[src/rtl/uart_rx_fifo.sv]
// UART receiver with first-word-fall-through receive FIFO and sticky error flags.
// Build option: define UART_RX_MAJORITY_EN for 2-of-3 majority sampling around each mid-bit point.
module uart_rx_fifo #(
    parameter int unsigned CLK_FREQ    = 50_000_000,
    parameter int unsigned BAUD        = 9600,
    parameter int unsigned DATA_BITS   = 8,
    parameter int unsigned PARITY_MODE = 1,
    parameter int unsigned FIFO_DEPTH  = 8
) (
    input  logic                                 pclk,
    input  logic                                 preset,
    input  logic                                 rx,
    input  logic                                 rd_en,
    output logic [DATA_BITS-1:0]                 rd_data,
    output logic                                 empty,
    output logic                                 full,
    output logic [$clog2(FIFO_DEPTH+1)-1:0]      level,
    input  logic                                 err_clr,
    output logic                                 frame_err,
    output logic                                 parity_err,
    output logic                                 overrun
);

    localparam int unsigned DIV = CLK_FREQ / BAUD;
    localparam int unsigned CW  = $clog2(DIV);
    localparam int unsigned AW  = $clog2(FIFO_DEPTH);
    localparam int unsigned LW  = $clog2(FIFO_DEPTH + 1);
    localparam int unsigned BW  = $clog2(DATA_BITS + 1);

    localparam logic [CW-1:0] HALF_M1  = CW'(DIV / 2 - 1);
    localparam logic [CW-1:0] FULL_M1  = CW'(DIV - 1);
    localparam logic          PAR_ODD  = (PARITY_MODE == 1);

    typedef enum logic [2:0] {IDLE, START, DATA, PARITY, STOP, BREAK} state_t;

    state_t                 state, state_nxt;
    logic [CW-1:0]          cnt, cnt_nxt;
    logic [BW-1:0]          bit_cnt, bit_cnt_nxt;
    logic [DATA_BITS-1:0]   shreg, shreg_nxt;
    logic                   par_ok, par_ok_nxt;
    logic                   push_c, perr_c, ferr_c;
    logic                   push_q, perr_q, ferr_q;

    logic                   rx_meta, rxs, rxs_d;
    logic                   sample_c;

    // Synchroniser plus a short history used for edge detection and sampling
`ifdef UART_RX_MAJORITY_EN
    logic rxs_d2;
    always_ff @(posedge pclk or posedge preset) begin
        if (preset) begin
            rx_meta <= 1'b1;
            rxs     <= 1'b1;
            rxs_d   <= 1'b1;
            rxs_d2  <= 1'b1;
        end else begin
            rx_meta <= rx;
            rxs     <= rx_meta;
            rxs_d   <= rxs;
            rxs_d2  <= rxs_d;
        end
    end
    assign sample_c = (rxs_d2 & rxs_d) | (rxs_d & rxs) | (rxs_d2 & rxs);
`else
    always_ff @(posedge pclk or posedge preset) begin
        if (preset) begin
            rx_meta <= 1'b1;
            rxs     <= 1'b1;
            rxs_d   <= 1'b1;
        end else begin
            rx_meta <= rx;
            rxs     <= rx_meta;
            rxs_d   <= rxs;
        end
    end
    assign sample_c = rxs_d;
`endif

    // Receive FSM state register; push/error strobes land one edge after the stop sample
    always_ff @(posedge pclk or posedge preset) begin
        if (preset) begin
            state   <= IDLE;
            cnt     <= '0;
            bit_cnt <= '0;
            shreg   <= '0;
            par_ok  <= 1'b1;
            push_q  <= 1'b0;
            perr_q  <= 1'b0;
            ferr_q  <= 1'b0;
        end else begin
            state   <= state_nxt;
            cnt     <= cnt_nxt;
            bit_cnt <= bit_cnt_nxt;
            shreg   <= shreg_nxt;
            par_ok  <= par_ok_nxt;
            push_q  <= push_c;
            perr_q  <= perr_c;
            ferr_q  <= ferr_c;
        end
    end

    always_comb begin
        state_nxt   = state;
        cnt_nxt     = cnt;
        bit_cnt_nxt = bit_cnt;
        shreg_nxt   = shreg;
        par_ok_nxt  = par_ok;
        push_c      = 1'b0;
        perr_c      = 1'b0;
        ferr_c      = 1'b0;
        case (state)
            IDLE: begin
                if (!rxs && rxs_d) begin
                    cnt_nxt   = HALF_M1;
                    state_nxt = START;
                end
            end
            START: begin
                if (cnt == '0) begin
                    if (!sample_c) begin
                        cnt_nxt     = FULL_M1;
                        bit_cnt_nxt = '0;
                        par_ok_nxt  = 1'b1;
                        state_nxt   = DATA;
                    end else begin
                        state_nxt   = IDLE;
                    end
                end else begin
                    cnt_nxt = cnt - CW'(1);
                end
            end
            DATA: begin
                if (cnt == '0) begin
                    shreg_nxt = {sample_c, shreg[DATA_BITS-1:1]};
                    cnt_nxt   = FULL_M1;
                    if (bit_cnt == BW'(DATA_BITS - 1)) begin
                        state_nxt = (PARITY_MODE == 0) ? STOP : PARITY;
                    end else begin
                        bit_cnt_nxt = bit_cnt + BW'(1);
                    end
                end else begin
                    cnt_nxt = cnt - CW'(1);
                end
            end
            PARITY: begin
                if (cnt == '0) begin
                    par_ok_nxt = ((^shreg) ^ sample_c) == PAR_ODD;
                    cnt_nxt    = FULL_M1;
                    state_nxt  = STOP;
                end else begin
                    cnt_nxt = cnt - CW'(1);
                end
            end
            STOP: begin
                if (cnt == '0) begin
                    if (!sample_c) begin
                        ferr_c    = 1'b1;
                        state_nxt = BREAK;
                    end else begin
                        perr_c    = !par_ok;
                        push_c    = par_ok;
                        state_nxt = IDLE;
                    end
                end else begin
                    cnt_nxt = cnt - CW'(1);
                end
            end
            BREAK: begin
                if (rxs) state_nxt = IDLE;
            end
            default: state_nxt = IDLE;
        endcase
    end

    // FIFO: rd_data is a registered copy of the head entry
    logic [DATA_BITS-1:0]   mem [FIFO_DEPTH];
    logic [AW-1:0]          wr_ptr, rd_ptr, rd_ptr_inc;
    logic [LW-1:0]          level_nxt;
    logic [DATA_BITS-1:0]   head_nxt;
    logic                   do_pop_c, do_push_c, ovf_c;

    assign do_pop_c   = rd_en && !empty;
    assign do_push_c  = push_q && (!full || do_pop_c);
    assign ovf_c      = push_q && full && !do_pop_c;
    assign rd_ptr_inc = rd_ptr + AW'(1);
    assign level_nxt  = level + LW'(do_push_c) - LW'(do_pop_c);

    always_comb begin
        head_nxt = rd_data;
        if (do_pop_c) begin
            if (level > LW'(1))  head_nxt = mem[rd_ptr_inc];
            else if (do_push_c)  head_nxt = shreg;
        end else if (empty && do_push_c) begin
            head_nxt = shreg;
        end
    end

    always_ff @(posedge pclk) begin
        if (do_push_c) mem[wr_ptr] <= shreg;
    end

    always_ff @(posedge pclk or posedge preset) begin
        if (preset) begin
            wr_ptr  <= '0;
            rd_ptr  <= '0;
            level   <= '0;
            empty   <= 1'b1;
            full    <= 1'b0;
            rd_data <= '0;
        end else begin
            if (do_push_c) wr_ptr <= wr_ptr + AW'(1);
            if (do_pop_c)  rd_ptr <= rd_ptr_inc;
            level   <= level_nxt;
            empty   <= (level_nxt == '0);
            full    <= (level_nxt == LW'(FIFO_DEPTH));
            rd_data <= head_nxt;
        end
    end

    // Sticky error flags; a same-cycle set beats err_clr
    always_ff @(posedge pclk or posedge preset) begin
        if (preset) begin
            frame_err  <= 1'b0;
            parity_err <= 1'b0;
            overrun    <= 1'b0;
        end else begin
            frame_err  <= ferr_q || (frame_err  && !err_clr);
            parity_err <= perr_q || (parity_err && !err_clr);
            overrun    <= ovf_c  || (overrun    && !err_clr);
        end
    end

endmodule

[config.mk]
export PLATFORM = sky130hd
export DESIGN_NAME = uart_rx_fifo
export DESIGN_NICKNAME = d
export VERILOG_FILES = /design/src/rtl/uart_rx_fifo.sv
export SDC_FILE = /design/constraint.sdc
export NUM_CORES = 1
export LEC_CHECK = 0
export BUFFER_PORTS_ARGS = -buffer_cell sky130_fd_sc_hd__buf_2
export CAP_MARGIN = 0
export CORE_AREA = 2 2 101 103
export CTS_CLUSTER_DIAMETER = 100
export DETAILED_ROUTE_END_ITERATION = 12
export DIE_AREA = 0 0 103 105
export PLACE_DENSITY = 0.7
export RECOVER_POWER = 100
export SLEW_MARGIN = 40
export SYNTH_ARGS = -nofsm -noshare
export SYNTH_HDL_FRONTEND = slang
export SYNTH_SLANG_ARGS = --single-unit
[constraint.sdc]
create_clock -name pclk -period 5.6 [get_ports pclk]
set_clock_uncertainty 0.2 [all_clocks]
set_input_delay 1.68 -clock pclk [delete_from_list [all_inputs] [get_ports pclk]]
set_output_delay 1.68 -clock pclk [all_outputs]
set_load 0.005 [all_outputs]
==> flow_metrics.py, run 1 <==
metrics = {
    "run_status": {
        "status": "finished, violations left",
        "violations": "capacitance limit, slew limit",
    },
    "power": {
        "internal-power_mw": 2.09,
        "p_comb_frac": 0.253,
        "seqPwrFrac": 0.385,
        "finalPower_mw": 3.14,
        "power.share.clock": 0.362,
        "netSwitchingFraction": 0.332,
        "power_density_nw_per_um2": 506,
        "switchingPower_mw": 1.04,
        "vdd.ir_drop.worst_mv": 0.324,
        "leakage_nw": 2.50,
    },
    "cts": {
        "cts_resized": 0,
        "clk_latency_ns": 0.52,
        "cts_tree": "built",
        "htree_levels": 4,
        "postCtsHoldBufs": 0,
        "cts_buffers": 17,
        "clockBufferDepth": 2,
        "clock_sinks": 122,
        "postCtsSetupBuffers": 0,
        "path_clk_slew_ns": 0.06,
        "cts-root-buf": "clkbuf_8",
    },
    "yosys": {
        "synth_seq_cells": 122,
        "yosysUniqueCellTypes": 53,
        "ys.flop_type": "edfxtp_1",
        "synth_fp_nets": 421,
        "synthArstFlopShare": 0.475,
        "ys_warn_count": 0,
        "seq_area_frac_synth": 0.628,
        "synthesis.area_sq_um": 5380,
        "synth_edf_count": 64,
        "syn_avg_cell_area_sq_um": 13.3,
        "syn-instance-count": 405,
    },
    "die": {
        "core_sq_um": 9640,
        "fp-row-count": 36,
        "die_h_microns": 105,
        "dieArea_sq_um": 10800,
        "dieWidth_microns": 103,
        "start_util": 0.558,
        "pin_count": 22,
    },
    "setup_path": {
        "cp_max_fo": 7,
        "crit_path_frequent_cell": "inv_1",
        "worstPathRequired_ns": 5.85,
        "cp_data_arrival_time_ns": 4.07,
        "critPathSlowestCell": "fa_1",
        "worstSetupStartpointType": "input pin",
        "path_cells": "buf_2, nand2b_1, nand2_1, and2_0, inv_1, ha_1, inv_1, ha_1, inv_1, fa_1, inv_1, or3_1, nor2b_1",
        "cp-end-kind": "flip-flop",
        "path_class": "input pin to flip-flop",
        "crit_path_max_incr_delay_ns": 0.47,
    },
    "timing": {
        "finalMaxSlewViolations": 36,
        "timing.fmax_ghz": 0.262,
        "finalCritPeriodShare": 0.682,
        "setup_tns_ns": 0,
        "period_minus_slack_ns": 3.82,
        "relSlewSlack": -0.0665,
        "worst_slack_ns": 1.78,
        "rsz0062_at_grt": "no",
        "tightestPinTransition_ns": 1.59,
        "final_hold_viol_count": 0,
        "setup_viol": 0,
    },
    "routing": {
        "via_per_inst": 5.62,
        "antenna_left": 0,
        "drt-initial-drc-count": 218,
        "drc_errors": 0,
        "dr.pass1.iters": 5,
        "dr_total_vias": 3265,
        "wl_per_cell_microns": 17.4,
        "wirelength_mm": 10.1,
    },
    "layout": {
        "final_cell_area_sq_um": 6200,
        "areaGrowthSynthToFinish_pct": 15.2,
        "nNetsFinal": 451,
        "final_cell_mix": "edfxtp_1, dfrtp_1, nand2_1, o21ai_0, nor2_1",
        "n_antenna_cell": 0,
        "final_common_cell": "edfxtp_1",
        "finalNonFillerCells": 581,
        "drive_gt1_frac": 0.172,
    },
    "placement": {
        "gp_congestion": 0.800,
        "place_ws_ns": 1.25,
        "port_buffers": 21,
        "post_dp_cell_area_sq_um": 5650,
        "place_hpwl_mm": 6.33,
        "dp_cells": 549,
    },
    "global_route": {
        "grt_pass1_vias": 3368,
        "overflow": 0,
        "grt_start_max_net_pins": 36,
        "antenna_found_initial": 0,
        "grt_pass1_wl_mm": 17.2,
        "grt_use_total": 0.211,
    },
    "flow_run": {
        "maxCapViolations": 1,
    },
    "hold_path": {
        "min_path_type": "flip-flop to flip-flop",
    },
}
==> Yosys cell counts, drive strengths merged, types with 3 or more instances <==
library cell | instances | area (sq um)
nand2b | 6 | 37.5
a21oi | 9 | 45.0
dfrtp | 53 | 1330
nor3 | 13 | 76.3
nor4 | 3 | 33.8
xor2 | 4 | 35.0
nand2 | 50 | 190
o21ai | 33 | 165
nand3 | 10 | 50.1
or3 | 4 | 25.0
clkbuf | 10 | 37.5
mux4 | 16 | 360
nor2 | 19 | 71.3
ha | 10 | 125
nor2b | 5 | 31.3
a21o | 10 | 75.1
nor3b | 4 | 30.0
dfstp | 5 | 131
inv | 16 | 60.1
mux2 | 8 | 90.1
o21a | 3 | 22.5
edfxtp | 64 | 1920
xnor2 | 14 | 123
buf | 5 | 22.5
==> path summary, 6_finish.rpt <==
check | from | to | slack [ns] | cells past startpoint
worst max-delay path | rd_en | full$_DFF_PP0_ | 1.78 | 13
worst min-delay path | rx_meta$_DFF_PP1_ | rxs$_DFF_PP1_ | 0.16 | 0
worst max register to register | cnt[0]$_DFFE_PP0P_ | cnt[10]$_DFFE_PP0P_ | 2.08 | 7
worst min register to register | rx_meta$_DFF_PP1_ | rxs$_DFF_PP1_ | 0.16 | 0
max in group asynchronous | preset | wr_ptr[1]$_DFFE_PP0P_ | 2.08 | 3
min in group asynchronous | preset | rd_data[0]$_DFFE_PP0P_ | 1.31 | 2
==> layout make-up <==
class	count	area, sq um
inverter	16	61.3
sequential	122	3380
clock inverter	15	204
timing repair buffer	26	109
multi-input combinational	252	1870
fill	759	3440
clock buffer	17	414
tap	133	166
==> per-stage QoR <==
step / hold WS (ns) / utilization
after floorplan: 0.145 / -
after global placement: 0.152 / 0.584
after detailed placement: 0.152 / 0.586
after CTS: 0.160 / 0.650
after global routing: 0.171 / 0.643
final: 0.163 / 0.643
==> per-layer routing <==
layer | global-route usage | up-vias | wire, microns
li1 | - | 1555 | -
met1 | 0.282 | 1631 | 4560
met2 | 0.329 | 62 | 4980
met3 | 0.0582 | 17 | 352
met4 | 0.0771 | 0 | 211
met5 | 0 | - | 0
==> cells by family after synthesis <==
logic type               after synthesis  share of synthesized area
XOR/XNOR                              18                     0.0293
buffers and inverters                 31                     0.0223
multiplexers                          26                     0.0874
AND/OR/NAND/NOR                      126                      0.123
adder cells (fa/ha/maj)               11                     0.0270
flip-flops                           122                      0.628
AO/OA/AOI/OAI                         71                     0.0832
==> sequential cells by signal, summed over array words and instances, names as in the netlist, 3 cells and up <==
signal   count
bit_cnt      4
rd_data      8
wr_ptr       3
state        3
level        4
mem         64
shreg        8
rd_ptr       3
cnt         13
==> power by group through the flow <==
stage          Clock, mW  Combinational, mW  Sequential (mW)
2_1_floorplan          0              0.663             1.15
6_report            1.13              0.794             1.21
3_5_place_dp           0              0.802             1.23
3_3_place_gp           0              0.776             1.22
4_1_cts             1.15              0.813             1.21
5_1_grt             1.20              0.903             1.24
==> critical path: cells and delay by family <==
kind / cells / cell delay (ns)
adder cells (fa/ha/maj): 3 / 0.90
buffers and inverters: 5 / 0.45
AND/OR/NAND/NOR: 5 / 1.03
Power figures use the tool's default switching activity.
==> run 2: changes to the inputs <==
--- a/config.mk
+++ b/config.mk
@@ -5,13 +5,14 @@
 export SDC_FILE = /design/constraint.sdc
 export NUM_CORES = 1
 export LEC_CHECK = 0
+export ABC_AREA = 1
 export BUFFER_PORTS_ARGS = -buffer_cell sky130_fd_sc_hd__buf_2
 export CAP_MARGIN = 0
-export CORE_AREA = 2 2 101 103
+export CORE_AREA = 2 2 105 107
 export CTS_CLUSTER_DIAMETER = 100
 export DETAILED_ROUTE_END_ITERATION = 12
-export DIE_AREA = 0 0 103 105
-export PLACE_DENSITY = 0.7
+export DIE_AREA = 0 0 107 109
+export PLACE_DENSITY = 0.72
 export RECOVER_POWER = 100
 export SLEW_MARGIN = 40
 export SYNTH_ARGS = -nofsm -noshare
==> constraint.sdc (replaced) <==
create_clock -name pclk -period 3.1 [get_ports pclk]
set_clock_uncertainty 0.2 [all_clocks]
set_input_delay 0.93 -clock pclk [delete_from_list [all_inputs] [get_ports pclk]]
set_output_delay 0.93 -clock pclk [all_outputs]
set_load 0.005 [all_outputs]
==> run 2 against run 1 <==
Net effect: the run now ends clean; sequential share of layout area shrank 3.2 points; combinational power rose to 2.6 times the previous value; count of clock-buffer cells in the layout rose by 2; core utilization decreased by 2.2 points; register-to-register slack got worse by 1.7 ns; total power is 96% higher; synthesized cell count grew 52%; cell area increased by 6.2%; non-clock buffer count rose by 11; die area grew 7.8%.
==> flow_metrics.py, run 2 <==
metrics = {
    "run_status": {
        "status": "finished, final reports clean",
    },
    "yosys": {
        "yosysUniqueCellTypes": 38,
        "synth_area_leaders": "edfxtp_1, dfrtp_1, nor2_1, nand2_1, nand3_1",
        "syn_avg_cell_area_sq_um": 9.31,
        "muxShareOfSynthArea": 0,
        "syn-instance-count": 616,
        "ys.flop_type": "edfxtp_1",
        "seq_area_frac_synth": 0.589,
        "synth_largest_area_cell": "edfxtp_1",
        "synthesis.area_sq_um": 5740,
        "synth_edf_count": 64,
        "post-synth-top-count-cell": "nor2_1",
        "synth_compound_area_frac": 0.0763,
        "synth_seq_cells": 122,
        "ys_warn_count": 0,
        "synth_fp_nets": 632,
        "synthArstFlopShare": 0.475,
        "synthAdderAreaFrac": 0.0253,
        "synth_xor_xnor_area_share": 0.0150,
        "synth_commonest_cells": "nor2_1, nand2_1, edfxtp_1",
        "synth_top_family_by_area": "simple AND/OR/NAND/NOR gates",
        "yosys.area_share.simple": 0.238,
        "yosys.area.top_type_share": 0.335,
    },
    "timing": {
        "final_hold_viol_count": 0,
        "finalMaxSlewViolations": 0,
        "timing.fmax_ghz": 0.357,
        "setup_tns_ns": 0,
        "setup_viol": 0,
        "whs_ns": 0.163,
        "period_minus_slack_ns": 2.80,
        "worst_slack_ns": 0.300,
        "tightestPinTransition_ns": 1.42,
        "relSlewSlack": 0.0564,
        "rsz0062_at_grt": "no",
        "finalCritPeriodShare": 0.903,
    },
    "die": {
        "start_util": 0.541,
        "die_h_microns": 109,
        "pin_count": 22,
        "fp-row-count": 38,
        "dieWidth_microns": 107,
        "dieArea_sq_um": 11700,
        "core_sq_um": 10600,
    },
    "setup_path": {
        "ff2ff_setup_slack_ns": 0.40,
        "worstPathRequired_ns": 3.36,
        "worstSetupStartpointType": "input pin",
        "cp-end-kind": "flip-flop",
        "cp_max_fo": 3,
        "cp_data_arrival_time_ns": 3.06,
        "path_class": "input pin to flip-flop",
    },
    "flow_run": {
        "maxCapViolations": 0,
    },
    "routing": {
        "via_per_inst": 5.17,
        "wirelength_mm": 11.8,
        "antenna_left": 0,
        "drt-initial-drc-count": 348,
        "drc_errors": 0,
        "dr_total_vias": 4200,
        "dr.pass1.iters": 5,
        "wl_per_cell_microns": 14.6,
    },
    "global_route": {
        "antenna_found_initial": 0,
        "grt_use_total": 0.225,
        "overflow": 0,
        "grt_pass1_wl_mm": 19.8,
        "grt_pass1_vias": 4173,
        "grt_start_max_net_pins": 59,
    },
    "cts": {
        "path_clk_slew_ns": 0.06,
        "cts_buffers": 17,
        "cts_resized": 0,
        "postCtsHoldBufs": 0,
        "clk_latency_ns": 0.53,
        "postCtsSetupBuffers": 0,
        "cts-root-buf": "clkbuf_8",
        "cts_tree": "built",
        "clock_sinks": 122,
        "htree_levels": 4,
        "clockBufferDepth": 2,
    },
    "placement": {
        "port_buffers": 21,
        "dp_cells": 780,
        "place_hpwl_mm": 8.07,
        "place_ws_ns": -0.0973,
        "gp_congestion": 0.860,
        "post_dp_cell_area_sq_um": 6070,
    },
    "power": {
        "vdd.ir_drop.worst_mv": 0.499,
        "finalPower_mw": 6.14,
        "leakage_nw": 2.83,
        "power_density_nw_per_um2": 932,
    },
    "layout": {
        "top_regs": "mem (64), cnt (13)",
        "final_cell_mix": "nor2_1, nand2_1, edfxtp_1, inv_1, o21ai_0",
        "finalNonFillerCells": 812,
        "n_antenna_cell": 0,
        "drive_gt1_frac": 0.112,
        "largest_register": "mem",
        "final_common_cell": "nor2_1",
        "largest_register_ffs": 64,
        "final_cell_area_sq_um": 6590,
        "fin_util": 0.621,
        "nNetsFinal": 675,
        "areaGrowthSynthToFinish_pct": 14.8,
    },
    "hold_path": {
        "min_path_type": "flip-flop to flip-flop",
    },
}
[run 2: cell types whose count changed in the layout (fill, tap and decap cells not counted), sizes merged, moves of 8 or more]
cell,previous run,this run
xnor2,14,3
mux4,16,0
a21o,10,0
o21ai,33,61
mux2,8,0
inv,24,68
buf,9,18
nand3,10,54
nor2,19,139
nand2,50,111
nor3,13,2
[run 2: critical path: stages]
cell and delay (ns):
buf_2 0.08, inv_1 0.03, nor2_1 0.22, inv_2 0.07, nand2_1 0.06, nand2_1 0.07, ha_1 0.27, inv_1 0.06
ha_1 0.16, inv_1 0.06, fa_1 0.48, inv_1 0.05, or3_1 0.39, nor2_1 0.11
[run 2: cell type report]
type	instances	area, sq um
multi-input combinational	414	1970
timing repair buffer	37	175
clock buffer	19	442
inverter	67	251
sequential	122	3380
fill	873	4020
tap	140	175
clock inverter	13	193
[run 2: power breakdown]
group / leakage, nW / switching [mW] / internal, mW
registers: 1.30 / 0.146 / 1.88
logic: 1.23 / 1.35 / 0.699
clock network: 0.305 / 0.709 / 1.35
[run 2: final timing paths]
path,startpoint,endpoint,depth (start not counted)
worst max register to register,empty$_DFF_PP1_,empty$_DFF_PP1_,12
worst max-delay path,rd_en,empty$_DFF_PP1_,14
worst min-delay path,rx_meta$_DFF_PP1_,rxs$_DFF_PP1_,0
min in group asynchronous,preset,overrun$_DFF_PP0_,3
worst min register to register,rx_meta$_DFF_PP1_,rxs$_DFF_PP1_,0
max in group asynchronous,preset,rd_data[3]$_DFFE_PP0P_,3
[run 2: metal layers]
| layer | up-vias | wire, microns | GRT usage | part of all wire |
|---|---|---|---|---|
| li1 | 2107 | - | - | - |
| met1 | 1963 | 5120 | 0.264 | 0.43 |
| met2 | 105 | 5940 | 0.392 | 0.50 |
| met3 | 25 | 515 | 0.0663 | 0.044 |
| met4 | 0 | 244 | 0.0872 | 0.021 |
| met5 | - | 0 | 0 | 0 |
[run 2: logic make-up after synthesis]
| group | Yosys count |
|---|---|
| XOR/XNOR | 9 |
| buffers and inverters | 80 |
| flip-flops | 122 |
| adder cells (fa/ha/maj) | 11 |
| AND/OR/NAND/NOR | 315 |
| AO/OA/AOI/OAI | 79 |
==> run 3: changes to the inputs <==
==> constraint.sdc (replaced) <==
create_clock -name pclk -period 3.1 [get_ports pclk]
set_clock_uncertainty 0.2 [all_clocks]
set_input_delay 0.93 -clock pclk [delete_from_list [all_inputs] [get_ports pclk]]
set_output_delay 0.93 -clock pclk [all_outputs]
set_load 0.01 [all_outputs]
==> run 3 against run 2 <==
Net effect: register-to-register slack hardly changed; non-clock buffer count stayed put; sequential share of layout area is 0.088 points higher.
==> flow_metrics.py, run 3 (synthesized netlist as in run 2, its figures left out) <==
metrics = {
    "timing": {
        "finalCritPeriodShare": 0.903,
        "period_minus_slack_ns": 2.80,
        "rsz0062_at_grt": "no",
        "timing.fmax_ghz": 0.357,
        "setup_viol": 0,
        "final_hold_viol_count": 0,
        "worst_slack_ns": 0.300,
        "tightestPinTransition_ns": 1.41,
        "relSlewSlack": 0.0570,
        "finalMaxSlewViolations": 0,
    },
    "layout": {
        "final_cell_mix": "nor2_1, nand2_1, edfxtp_1, inv_1, o21ai_0",
        "top_regs": "mem (64), cnt (13)",
        "final_common_cell": "nor2_1",
        "largest_register": "mem",
        "drive_gt1_frac": 0.0982,
        "nNetsFinal": 675,
        "nFillCells": 878,
        "areaGrowthSynthToFinish_pct": 14.6,
        "largest_register_ffs": 64,
        "n_antenna_cell": 0,
    },
    "global_route": {
        "met3_usage": 0.0663,
        "grt_use_met2": 0.392,
        "overflow": 0,
        "antenna_found_initial": 0,
        "grt_start_max_net_pins": 59,
        "grt_use_total": 0.225,
        "top_usage_layer": "met2",
        "grt_pass1_vias": 4173,
        "grt_use_met1": 0.264,
        "grt_pass1_wl_mm": 19.8,
    },
    "hold_path": {
        "min_path_type": "flip-flop to flip-flop",
        "min_path_cells": 0,
        "hp-start": "rx_meta$_DFF_PP1_",
        "holdPathEnd": "rxs$_DFF_PP1_",
    },
    "setup_path": {
        "crit-reg2reg-capture": "empty$_DFF_PP1_",
        "critPathSlowestCell": "fa_1",
        "cp-end-kind": "flip-flop",
        "r2r_start": "empty$_DFF_PP1_",
        "cp_max_fo": 3,
        "worstSetupStartpointType": "input pin",
        "ff2ff_path_depth": 12,
        "worstPathRequired_ns": 3.36,
        "crit_path_frequent_cell": "inv_1",
        "path_class": "input pin to flip-flop",
        "crit_path_max_incr_delay_ns": 0.48,
        "path_cells": "buf_2, inv_1, nor2_1, inv_2, nand2_1, nand2_1, ha_1, inv_1, ha_1, inv_1, fa_1, inv_1, or3_1, nor2_1",
        "cp_data_arrival_time_ns": 3.06,
        "ff2ff_setup_slack_ns": 0.40,
    },
    "cts": {
        "path_clk_slew_ns": 0.06,
        "clockBufferDepth": 2,
        "cts_buffers": 17,
        "htree_levels": 4,
        "clock_sinks": 122,
        "postCtsHoldBufs": 0,
        "cts-root-buf": "clkbuf_8",
        "cts_resized": 0,
        "postCtsSetupBuffers": 0,
        "clk_latency_ns": 0.53,
        "cts_tree": "built",
    },
    "die": {
        "fp-row-count": 38,
        "dieWidth_microns": 107,
        "die_h_microns": 109,
        "pin_count": 22,
        "start_util": 0.541,
        "core_sq_um": 10600,
        "dieArea_sq_um": 11700,
    },
    "routing": {
        "via_per_inst": 5.18,
        "dr.pass1.iters": 5,
        "drt-initial-drc-count": 368,
        "drc_errors": 0,
        "antenna_left": 0,
        "wl_per_cell_microns": 14.5,
        "dr_total_vias": 4203,
        "wirelength_mm": 11.8,
    },
    "placement": {
        "port_buffers": 21,
        "place_hpwl_mm": 8.07,
        "gp_congestion": 0.860,
        "place_ws_ns": -0.0973,
    },
    "run_status": {
        "status": "finished, final reports clean",
    },
    "power": {
        "finalPower_mw": 6.16,
        "leakage_nw": 2.80,
        "vdd.ir_drop.worst_mv": 0.499,
        "power_density_nw_per_um2": 937,
    },
    "flow_run": {
        "maxCapViolations": 0,
    },
}
[run 3: how the worst max path moves through the flow]
stage | startpoint | endpoint | slack [ns] | cells past startpoint
floorplan | rd_en | empty$_DFF_PP1_ | 0.03 | 13
global placement | rd_en | empty$_DFF_PP1_ | 0.01 | 14
detailed placement | rd_en | full$_DFF_PP0_ | -0.1 | 14
CTS | rd_en | empty$_DFF_PP1_ | 0.42 | 14
global route | rd_en | full$_DFF_PP0_ | 0.12 | 14
finish | rd_en | empty$_DFF_PP1_ | 0.30 | 14
[run 3: metrics by stage]
| step | std cells | setup TNS, ns | hold WS (ns) | cell area [sq um] | util |
|---|---|---|---|---|---|
| 5_1_grt | 812 | 0 | 0.163 | 6570 | 0.620 |
| 6_report | 812 | 0 | 0.163 | 6570 | 0.620 |
| 4_1_cts | 812 | 0 | 0.157 | 6700 | 0.632 |
| 3_3_place_gp | 780 | 0 | 0.146 | 6070 | 0.572 |
| 3_5_place_dp | 780 | -0.177 | 0.149 | 6070 | 0.572 |
| 2_1_floorplan | 616 | 0 | 0.145 | 5740 | - |
[run 3: layout make-up]
| type | instances | area (sq um) | share of cell area |
|---|---|---|---|
| flip-flops and latches | 122 | 3380 | 0.514 |
| multi-input cells | 414 | 1970 | 0.300 |
| clock buffers | 19 | 442 | 0.0672 |
| inverters | 67 | 251 | 0.0383 |
| clock inverters | 13 | 193 | 0.0293 |
| well taps | 140 | 175 | 0.0266 |
| repair buffers | 37 | 164 | 0.0249 |
[run 3: worst max-delay path, delay by kind of cell]
kind / cells / cell delay [ns]
buf+inv: 6 / 0.35
simple gates: 5 / 0.85
fa+ha+maj: 3 / 0.91
[run 3: layer usage]
| metal | vias to the layer above | part of all wire |
|---|---|---|
| met5 | - | 0 |
| met4 | 0 | 0.021 |
| met3 | 26 | 0.043 |
| met2 | 106 | 0.50 |
| met1 | 1965 | 0.43 |
| li1 | 2106 | - |
[run 3: where the power goes]
| part | switching, mW | leakage, nW | internal (mW) | total (mW) |
|---|---|---|---|---|
| Combinational | 1.38 | 1.20 | 0.688 | 2.07 |
| Clock | 0.709 | 0.305 | 1.35 | 2.06 |
| Sequential | 0.147 | 1.30 | 1.88 | 2.03 |
